--- src/rtl/vga_timing_gen.sv ---
// VGA raster timing generator: pixel/line counters with registered sync,
// blanking, active-area coordinates and line/frame start pulses.
module vga_timing_gen #(
  parameter int H_ACTIVE = 640,
  parameter int H_FP     = 16,
  parameter int H_SYNC   = 96,
  parameter int H_BP     = 48,
  parameter int V_ACTIVE = 480,
  parameter int V_FP     = 10,
  parameter int V_SYNC   = 2,
  parameter int V_BP     = 33,
  parameter int HS_POL   = 0,
  parameter int VS_POL   = 0,
  localparam int H_TOTAL = H_ACTIVE + H_FP + H_SYNC + H_BP,
  localparam int V_TOTAL = V_ACTIVE + V_FP + V_SYNC + V_BP,
  localparam int XW      = $clog2(H_TOTAL),
  localparam int YW      = $clog2(V_TOTAL)
) (
  input  logic          clk,
  input  logic          rst,
  input  logic          pix_en,
  output logic [XW-1:0] x,
  output logic [YW-1:0] y,
  output logic          hs,
  output logic          vs,
  output logic          video_on,
  output logic          line_start,
  output logic          frame_start,
  output logic [15:0]   frame_count
);

  if (H_ACTIVE < 1 || H_FP < 1 || H_SYNC < 1 || H_BP < 1 ||
      V_ACTIVE < 1 || V_FP < 1 || V_SYNC < 1 || V_BP < 1 ||
      H_TOTAL < 2 || V_TOTAL < 2) begin : g_param_check
    $error("vga_timing_gen: invalid timing parameters");
  end

  localparam logic          HS_ON  = (HS_POL != 0);
  localparam logic          VS_ON  = (VS_POL != 0);
  localparam logic [XW-1:0] H_LAST = XW'(H_TOTAL - 1);
  localparam logic [XW-1:0] H_ACT  = XW'(H_ACTIVE);
  localparam logic [XW-1:0] H_SS   = XW'(H_ACTIVE + H_FP);
  localparam logic [XW-1:0] H_SE   = XW'(H_ACTIVE + H_FP + H_SYNC);
  localparam logic [YW-1:0] V_LAST = YW'(V_TOTAL - 1);
  localparam logic [YW-1:0] V_ACT  = YW'(V_ACTIVE);
  localparam logic [YW-1:0] V_SS   = YW'(V_ACTIVE + V_FP);
  localparam logic [YW-1:0] V_SE   = YW'(V_ACTIVE + V_FP + V_SYNC);

  logic [XW-1:0] hc_q, hc_d;
  logic [YW-1:0] vc_q, vc_d;
  logic [XW-1:0] x_q, x_d;
  logic [YW-1:0] y_q, y_d;
  logic          hs_q, hs_d, vs_q, vs_d;
  logic          video_on_q, video_on_d;
  logic          line_start_q, line_start_d;
  logic          frame_start_q, frame_start_d;
  logic [15:0]   frame_count_q, frame_count_d;

  logic in_video, in_hsync, in_vsync;

  assign in_video = (hc_q < H_ACT) && (vc_q < V_ACT);
  assign in_hsync = (hc_q >= H_SS) && (hc_q < H_SE);
  assign in_vsync = (vc_q >= V_SS) && (vc_q < V_SE);

  // Outputs decode the counter state of the same pix_en cycle; pulses drop
  // to zero on any cycle without pix_en, everything else holds.
  always_comb begin
    hc_d          = hc_q;
    vc_d          = vc_q;
    x_d           = x_q;
    y_d           = y_q;
    hs_d          = hs_q;
    vs_d          = vs_q;
    video_on_d    = video_on_q;
    line_start_d  = 1'b0;
    frame_start_d = 1'b0;
    frame_count_d = frame_count_q;
    if (pix_en) begin
      if (hc_q == H_LAST) begin
        hc_d = '0;
        vc_d = (vc_q == V_LAST) ? '0 : vc_q + 1'b1;
      end else begin
        hc_d = hc_q + 1'b1;
      end
      video_on_d    = in_video;
      x_d           = in_video ? hc_q : '0;
      y_d           = in_video ? vc_q : '0;
      hs_d          = in_hsync ? HS_ON : ~HS_ON;
      vs_d          = in_vsync ? VS_ON : ~VS_ON;
      line_start_d  = (hc_q == '0);
      frame_start_d = (hc_q == '0) && (vc_q == '0);
      if (frame_start_d) begin
        frame_count_d = frame_count_q + 16'd1;
      end
    end
  end

  always_ff @(posedge clk) begin
    if (rst) begin
      hc_q          <= '0;
      vc_q          <= '0;
      x_q           <= '0;
      y_q           <= '0;
      hs_q          <= ~HS_ON;
      vs_q          <= ~VS_ON;
      video_on_q    <= 1'b0;
      line_start_q  <= 1'b0;
      frame_start_q <= 1'b0;
      frame_count_q <= '0;
    end else begin
      hc_q          <= hc_d;
      vc_q          <= vc_d;
      x_q           <= x_d;
      y_q           <= y_d;
      hs_q          <= hs_d;
      vs_q          <= vs_d;
      video_on_q    <= video_on_d;
      line_start_q  <= line_start_d;
      frame_start_q <= frame_start_d;
      frame_count_q <= frame_count_d;
    end
  end

  assign x           = x_q;
  assign y           = y_q;
  assign hs          = hs_q;
  assign vs          = vs_q;
  assign video_on    = video_on_q;
  assign line_start  = line_start_q;
  assign frame_start = frame_start_q;
  assign frame_count = frame_count_q;

endmodule

--- config.mk ---
export PLATFORM = sky130hd
export DESIGN_NAME = vga_timing_gen
export DESIGN_NICKNAME = d
export VERILOG_FILES = /design/src/rtl/vga_timing_gen.sv
export SDC_FILE = /design/constraint.sdc
export NUM_CORES = 1
export LEC_CHECK = 0
export CAP_MARGIN = 20
export CORE_UTILIZATION = 35
export CTS_CLUSTER_SIZE = 14
export DETAILED_ROUTE_END_ITERATION = 10
export SYNTH_ARGS = -nofsm -noshare
export SYNTH_HDL_FRONTEND = slang
export SYNTH_SLANG_ARGS = --single-unit
--- constraint.sdc ---
create_clock -name clk -period 3.1 [get_ports clk]
set_input_delay 0.31 -clock clk [delete_from_list [all_inputs] [get_ports clk]]
set_output_delay 0.31 -clock clk [all_outputs]
set_load 0.05 [all_outputs]
==> results.md <==
* Run status: finished, final reports clean
* Input/output buffers at 43
* Hold depth at 1
* CP Data Required Time at 3.38 ns
* Layout cell share with drive strength beyond 1 at between 8 and 9%
* Drt via density at 5.34
* Total Routed Length at 6.11 mm
* Critical path type: reg -> reg
* CTS buffer count at 9
* CP max-delay cell: or4_1
* Worst-margin pin slew at 0.588 ns
* Sequential cell area at around 1200 um2
* Post-Syn Area at between 2000 and 3000 um2
* Hold Path Class: reg -> reg
* Asr flop ratio synth at 0%
* Max-cap violations at 0
* CTS tree: yes
* Area Growth Syn to Fin at 29.0%
* WHS Endpoint: video_on$_SDFFE_PP0P_
* Num rows at 31
* Achievable frequency at ~440 MHz
* FF-to-FF path depth at 4
* Synth Warn # at 0
* Die Y at between 80 and 90 um
* Post-Syn Area per Cell at between 9 and 10 um2
* Top-area cell type share of the netlist area at 46.3%
* Power Total at ~1.8 mW
* Hold Crit Start: video_on$_SDFFE_PP0P_
* R2r startpoint: vc_q[4]$_SDFFE_PP0P_
* Synthesized flop and latch total at 61
* Hold Violations, Final at 0
* Mapped Cells at 287
* Max FO, Critical Path at 14
* EDFF count, synth at 0
* Reg2reg setup slack at 0.83 ns
* H-tree levels at 3
* Seq/Total Area, Yosys at 46.3%
* Total number of vias at 2,296
* Grt ovf at 0
* Core Region at between 7000 and 8000 um2
* CTS Buffer Depth at 2
* Count leader, synth: dfxtp_1
* Pin count of the biggest net entering global routing at 35
* Number of setup violations in the final report at 0
* Sink Count at 61
* CP top delay family: simple AND/OR/NAND/NOR gates
* Boundary Pins at 44
* Initial antenna violation count at 0
* Post-CTS setup repair buffer count at 0
* Startpoint Class: flop
* First-pass GRT wire length at around 10 mm
* Clock insertion delay at the later pin of the skew report at between 0.3 and 0.4 ns
* Skew final at approximately 0.013 ns
* Synth unique cells at 41
* GRT Overall Usage at 16.5%
* Arr. time, crit path at ~2.5 ns
* DRT Pass-1 Iters at 4
* CP endpoint kind: flop
* Crit share post-route at 73.1%
* Initial core utilization at 36.4%
* DP Wirelength at approximately 4.1 mm
* Clock transition at path regs at 0.07 ns
* Reg2reg end: frame_count[15]$_SDFFE_PP0P_
* Post-synth top flop: dfxtp_1
* Post-CTS resize count at 0
* Die Area at between 7000 and 8000 um2
* Antenna cells at 0
* Util after Layout at 47.0%
* CP cell instances: nor4_2, nand4_1, or4_1, a21oi_1
* Max incr delay on CP at 0.65 ns
* Vias in the first global route at 2,071
* Setup Total Neg Slack at 0 ns
* Multi-input logic area at around 1300 um2
* Synth area leaders: dfxtp_1, a22o_1, a21oi_1
* Power per cell area at 522 nW/um2
* Wire length per cell at ~14 um
* Count of filler cells inserted in the layout at roughly 700
* CP bufs+invs at 0
* Initial drt markers at 71
* Post-Syn Nets at 295
* Routability congestion estimate at approximately 0.78
* Rel. slew slack at just over 60%
* Worst ir drop on vdd at around 180 uV
* Die W at 88.9 um
* Post-route ant nets at 0
* Max Slew Vio Count at 0
* DRC at 0
* Fin crit period at 2.27 ns
* Top cell type by total area after synthesis: dfxtp_1
* Post-synth top cells: dfxtp_1, a21oi_1, a22o_1, clkbuf_1
* Nets at 334
* Pleak at 1.17 nW
* Unrepaired setup endpoints after global routing: no
* # hold bufs at CTS at 0
* CTS root buf: clkbuf_8
-- per-stage QoR --
step                instances  setup WS [ns]  area, um2  hold WS (ns)
floorplan                 287           1.07       2640         0.484
global placement          413          0.727       3150         0.438
detailed placement        413          0.665       3150         0.440
CTS                       429          0.828       3390         0.458
global route              430          0.677       3410         0.472
finish                    430          0.834       3410         0.452
-- sequential cells by signal, summed over array words and instances, names as in the netlist --
register / count
y: 10
vc_q: 10
line_start: 1
hc_q: 10
frame_count: 16
vs: 1
x: 10
frame_start: 1
video_on: 1
hs: 1
-- worst max-delay path by stage --
stage,startpoint,to,slack [ns],cells after the start
after floorplan,frame_count[3]$_SDFFE_PP0P_,frame_count[13]$_SDFFE_PP0P_,1.07,5
after global placement,pix_en,vc_q[9]$_SDFFE_PP0P_,0.73,5
after detailed placement,pix_en,vc_q[7]$_SDFFE_PP0P_,0.67,5
after CTS,hc_q[0]$_SDFFE_PP0P_,vc_q[7]$_SDFFE_PP0P_,0.83,5
after global routing,vc_q[4]$_SDFFE_PP0P_,frame_count[15]$_SDFFE_PP0P_,0.68,4
final,vc_q[4]$_SDFFE_PP0P_,frame_count[15]$_SDFFE_PP0P_,0.83,4
-- final cells by class --
type	count	share of cell area, %
Multi-Input combinational cell	198	38.6
Sequential cell	61	35.9
Timing Repair Buffer	48	13.9
Clock buffer	9	3.64
Tap cell	99	3.64
Clock inverter	7	3.56
Inverter	8	0.882
-- kinds of logic (layout without fill, tap and decap cells) --
family	Yosys count	in the layout	synth area share (%)
and+or+nand+nor	111	111	25.3
adders and majority gates	5	5	2.37
xor gates and xnor gates	10	10	3.32
muxes	1	1	0.379
buffers and inverters	28	72	4.17
DFF	61	61	46.3
AOI/OAI and AO/OA	71	71	18.2
-- layout by cell type (no fill, tap or decap), types with 7 or more instances in the layout --
master / instances
a21oi_1: 25
a22o_1: 18
clkbuf_8: 9
clkdlybuf4s50_1: 43
dfxtp_1: 61
inv_1: 8
nand2_1: 12
nand3_1: 14
nand4_1: 8
nor2_1: 16
nor3_1: 7
o21ai_0: 7
o31ai_1: 15
or3_1: 8
or4_1: 16
-- layer usage --
metal  vias to the layer above  part of all wire, %  global-route usage [%]
met2                        36                   46                    25.4
li1                       1164                    -                       -
met4                         0                  1.8                    8.80
met5                         -                    0                       0
met1                      1086                   49                    21.7
met3                        10                  3.1                    3.54
-- report_power, final --
part | internal [mW] | switching [mW] | total, mW
Sequential | 0.793 | 0.00836 | 0.801
Combinational | 0.0345 | 0.0691 | 0.104
Clock | 0.538 | 0.336 | 0.873
(Power assumes the default switching activity.)
==> RTL change 1, RTL diff (same settings) <==
The parameter `HS_POL` goes from 0 to 1.
--- a/src/rtl/vga_timing_gen.sv
+++ b/src/rtl/vga_timing_gen.sv
@@ -11,3 +11,3 @@
   parameter int V_BP     = 33,
-  parameter int HS_POL   = 0,
+  parameter int HS_POL   = 1,
   parameter int VS_POL   = 0,
Function: changed (Yosys sat finds a counterexample within 4 cycles, from zero or initial values and one cycle with rst high).
==> RTL change 1 against the original RTL <==
- utilization decreased by 0.71 points
- design area decreased by 1.5%
- sequential cell count unchanged
- sequential power increased by 0.5%
- routed wire length decreased by 12%
- critical path depth increased by 3
- area after synthesis decreased by 0.14%
- setup slack got worse by 240 ps
- power decreased by 3.7%
- critical path type unchanged
- critical endpoint unchanged
- largest cell class unchanged
==> RTL change 1: results (changes against the original RTL) <==
<table>
<tr><th>Metric</th><th>Value</th></tr>
<tr><th colspan="2">Outcome</th></tr>
<tr><td>Outcome</td><td>completed</td></tr>
<tr><th colspan="2">Global routing</th></tr>
<tr><td>All-layer global routing usage</td><td>15.13% (-1.4 points)</td></tr>
<tr><td>Vias in the first global route</td><td>1,878 (-9.3%)</td></tr>
<tr><td>Global Route met3 Usage</td><td>5.504% (+2.0 points)</td></tr>
<tr><td>Met2 Use GR</td><td>22.66% (-2.7 points)</td></tr>
<tr><td>Maximum number of pins on one net before global-route repair</td><td>29 (-17%)</td></tr>
<tr><th colspan="2">Pwr</th></tr>
<tr><td>Comb power</td><td>0.111 mW (+7%)</td></tr>
<tr><td>Switching component of the power</td><td>0.3822 mW (-7.5%)</td></tr>
<tr><td>Share of power burned in the clock network</td><td>46.5% (-2.6 points)</td></tr>
<tr><td>Overall power after layout</td><td>1.712 mW (-3.7%)</td></tr>
<tr><th colspan="2">STA</th></tr>
<tr><td>Transition at the pin with the smallest max-transition slack</td><td>632.8 ps (+44.55 ps)</td></tr>
<tr><th colspan="2">Layout</th></tr>
<tr><td>Net count reported at finish</td><td>329 (-1.5%)</td></tr>
<tr><td>Filler cells</td><td>718 (+1.4%)</td></tr>
<tr><th colspan="2">Setup path</th></tr>
<tr><td>Critical Path Source</td><td>vc_q[0]</td></tr>
<tr><td>Crit path largest cell delay</td><td>620 ps (-30 ps)</td></tr>
<tr><td>Critical-path maximum fanout</td><td>16 (+2)</td></tr>
<tr><td>Arrival time of the worst setup path</td><td>2730 ps (+190 ps)</td></tr>
<tr><th colspan="2">Logic synthesis</th></tr>
<tr><td>Commonest cells in the synthesized netlist</td><td>61 x dfxtp_1, 45 x nor2_1, 20 x xnor2_1</td></tr>
<tr><td>Count of different cell masters after synthesis</td><td>45 (+9.8%)</td></tr>
<tr><td>Nets in the synthesized netlist</td><td>288 (-2.4%)</td></tr>
<tr><th colspan="2">Placement</th></tr>
<tr><td>Post-Place Setup Slack</td><td>590.2 ps (-74.97 ps)</td></tr>
<tr><td>Placer's final routability congestion estimate</td><td>0.7909 (+1.6%)</td></tr>
<tr><td>Post-DP HPWL</td><td>3778 um (-8.0%)</td></tr>
<tr><th colspan="2">Detailed routing</th></tr>
<tr><td>Overall routed net length</td><td>5362 um (-12%)</td></tr>
<tr><td>Met2 WL post-DR</td><td>2427 um (-14%)</td></tr>
<tr><td>Violation count after the first detailed-route iteration</td><td>70 (-1.4%)</td></tr>
<tr><td>Post-route met1 wirelength</td><td>2615 um (-13%)</td></tr>
<tr><td>Routed wl met3</td><td>220 um (+17%)</td></tr>
<tr><td>Vias per inst</td><td>4.889 (-8.4%)</td></tr>
</table>
-- RTL change 1: changes by cell type after synthesis, sizes merged, moves of 7 or more --
cell    unedited run  this run
nor2              16        45
a21oi             25         5
or4               17         1
o31ai             15         0
xnor2              5        20
nor4               3        12
clkbuf            17        10
-- RTL change 1: worst reg2reg max path: cells and delay by family (launching register included) --
kind                       cells  cell delay [ps]
DFF                            1              360
buffers and inverters          1               70
adders and majority gates      1              130
muxes                          1              330
and+or+nand+nor                4             1500
-- RTL change 1: final cells by class --
type                       instances  area (sq um)  share of cell area (%)
clock inverter                     3         67.56                   2.014
inverter                          10         37.54                   1.119
clock buffer                      13         158.9                   4.737
multi-input combinational        191          1277                   38.08
tap                               99         123.9                   3.693
sequential                        61          1221                   36.40
timing repair buffer              48         467.9                   13.95
-- RTL change 1: final timing paths --
path,endpoint,slack [ps],cells past startpoint
hold reg to reg,video_on,450,1
setup / recovery,frame_count[15],600,7
setup reg to reg,frame_count[15],600,7
hold / removal,video_on,450,1
-- RTL change 1: logic make-up (layout without fill, tap and decap cells) --
| group | count (synthesis) | count (layout) | synth area share [%] |
|---|---|---|---|
| AND/OR/NAND/NOR | 124 | 124 | 26.29 |
| multiplexers | 2 | 2 | 0.8068 |
| flip-flops | 61 | 61 | 46.32 |
| adder cells (fa/ha/maj) | 5 | 5 | 2.373 |
| AO/OA/AOI/OAI | 30 | 30 | 8.828 |
| XOR/XNOR | 30 | 30 | 9.967 |
| buffers and inverters | 28 | 74 | 5.411 |
-- RTL change 1: metrics by stage --
stage          instance area, sq um  std cells
2_1_floorplan                  2636        280
4_1_cts                        3354        425
3_5_place_dp                   3128        409
6_report                       3354        425
5_1_grt                        3354        425
3_3_place_gp                   3128        409
==> RTL change 2, RTL diff (same settings) <==
Without the edit above. Add an input register stage for `pix_en`, without a reset; this delays it by one clock. Comments in the files are not updated.
--- a/src/rtl/vga_timing_gen.sv
+++ b/src/rtl/vga_timing_gen.sv
@@ -30,2 +30,8 @@
 );
+
+  logic pix_en_q;
+
+  always_ff @(posedge clk) begin
+    pix_en_q <= pix_en;
+  end
 
@@ -77,3 +83,3 @@
     frame_count_d = frame_count_q;
-    if (pix_en) begin
+    if (pix_en_q) begin
       if (hc_q == H_LAST) begin
Behaviour: not the same (Yosys sat finds a counterexample within 4 cycles, from zero or initial values and one cycle with rst high).
==> RTL change 2 against the original RTL <==
- via count increased by 0.78%
- largest power group is now sequential cells
- global-route usage rose by 0.29 points
- design area shrank 1.8%
- routed wire length decreased by 0.34%
- count of clock-buffer cells in the layout rose by 1
- area after synthesis rose by 0.76%
- power shrank 14%
- clock skew decreased by 2.5 ps
- hold slack got worse by 43 ps
- cell count is 0.23% higher
- sequential cell count is 1 higher
- setup slack gained 13 ps
==> RTL change 2: results (changes against the original RTL) <==
<table>
<tr><th>Metric</th><th>Value</th></tr>
<tr><th colspan="2">Outcome</th></tr>
<tr><td>Outcome</td><td>completed</td></tr>
<tr><th colspan="2">Pwr</th></tr>
<tr><td>Maximum ir drop on the vdd rail</td><td>255.9 uV (+39%)</td></tr>
<tr><td>Power Density</td><td>457.7 nW/um^2 (-12%)</td></tr>
<tr><td>Static leakage</td><td>1.132 nW (-2.9%)</td></tr>
<tr><th colspan="2">Detailed routing</th></tr>
<tr><td>Vias per inst</td><td>5.369 (+0.55%)</td></tr>
<tr><td>Violation count after the first detailed-route iteration</td><td>99 (+39%)</td></tr>
<tr><th colspan="2">Setup path</th></tr>
<tr><td>Max stage delay cell, worst path</td><td>or4_4</td></tr>
<tr><td>Critical Path Source</td><td>hc_q[0]</td></tr>
<tr><td>Critical-path maximum fanout</td><td>12 (-2)</td></tr>
<tr><td>Arrival time of the worst setup path</td><td>2530 ps (about the same)</td></tr>
<tr><th colspan="2">Global routing</th></tr>
<tr><td>Vias in the first global route</td><td>2,100 (+1.4%)</td></tr>
<tr><td>Global-route wire length before repair</td><td>10,150 um (+2.6%)</td></tr>
<tr><td>All-layer global routing usage</td><td>16.81% (+0.29 points)</td></tr>
<tr><th colspan="2">Placement</th></tr>
<tr><td>Post-Place Setup Slack</td><td>870.1 ps (+204.9 ps)</td></tr>
<tr><td>Total placed instance area</td><td>3177 sq um (+0.87%)</td></tr>
<tr><td>Placer's final routability congestion estimate</td><td>0.8034 (+3.3%)</td></tr>
<tr><td>Post-DP HPWL</td><td>4043 um (-1.5%)</td></tr>
<tr><td>Number of cells after detailed placement</td><td>415 (+0.48%)</td></tr>
<tr><th colspan="2">Logic synthesis</th></tr>
<tr><td>Proportion of synthesized chip area in sequential cells</td><td>46.66% (+0.40 points)</td></tr>
<tr><td>Avg Cell Area, Syn</td><td>9.236 sq um (+0.41%)</td></tr>
<tr><td>Commonest cells in the synthesized netlist</td><td>62 x dfxtp_1, 25 x a21oi_1, 18 x a22o_1</td></tr>
<tr><td>Area contributors post-synth</td><td>dfxtp_1 47%, a22o_1 5.9%, a21oi_1 4.7%, or4_1 4.5%, o31ai_1 4.2%</td></tr>
<tr><td>Nets in the synthesized netlist</td><td>296 (+0.34%)</td></tr>
<tr><th colspan="2">Layout</th></tr>
<tr><td>Filler cells</td><td>747 (+5.5%)</td></tr>
<tr><td>Post-route non-filler standard cell count</td><td>431 (+0.23%)</td></tr>
<tr><td>Net count reported at finish</td><td>335 (+0.30%)</td></tr>
<tr><td>Fraction of final layout cells with drive strength greater than 1</td><td>8.434% (-0.33 points)</td></tr>
<tr><th colspan="2">STA</th></tr>
<tr><td>Clock Skew</td><td>9.983 ps (-2.535 ps)</td></tr>
<tr><th colspan="2">Worst hold path</th></tr>
<tr><td>Launch point of the worst hold path</td><td>pix_en</td></tr>
</table>
-- RTL change 2: cells by family after synthesis --
kind of cell / share of synthesized area (%)
xor gates and xnor gates: 3.292
and+or+nand+nor: 25.07
DFF: 46.66
buffers and inverters: 4.139
muxes: 0.3763
adders and majority gates: 2.352
AOI/OAI and AO/OA: 18.11
-- RTL change 2: cell type report --
type	instances	area share [%]
sequential	62	37.13
clock buffer	10	3.817
timing repair buffer	48	14.00
inverter	8	0.8982
tap	99	3.705
clock inverter	6	1.160
multi-input combinational	198	39.30
-- RTL change 2: power by group --
part / internal [mW] / switching, mW / leakage (nW) / total [mW]
Clock: 0.287 / 0.324 / 0.0820 / 0.610
Sequential: 0.807 / 0.00845 / 0.501 / 0.815
Combinational: 0.0343 / 0.0703 / 0.549 / 0.105
Total: 1.13 / 0.403 / 1.13 / 1.53
-- RTL change 2: per-layer routing --
metal	share of wire, %	global-route usage [%]	routed length [um]
met1	49	22.40	3004
met2	46	25.61	2779
met3	2.9	3.601	175
met4	2.1	8.658	125
met5	0	0	0
-- RTL change 2: worst paths after layout --
check             cells after the start        to  slack (ps)
setup reg to reg                      5   vc_q[9]         850
hold / removal                        1  pix_en_q         410
setup / recovery                      5   vc_q[9]         850
hold reg to reg                       1  video_on         460
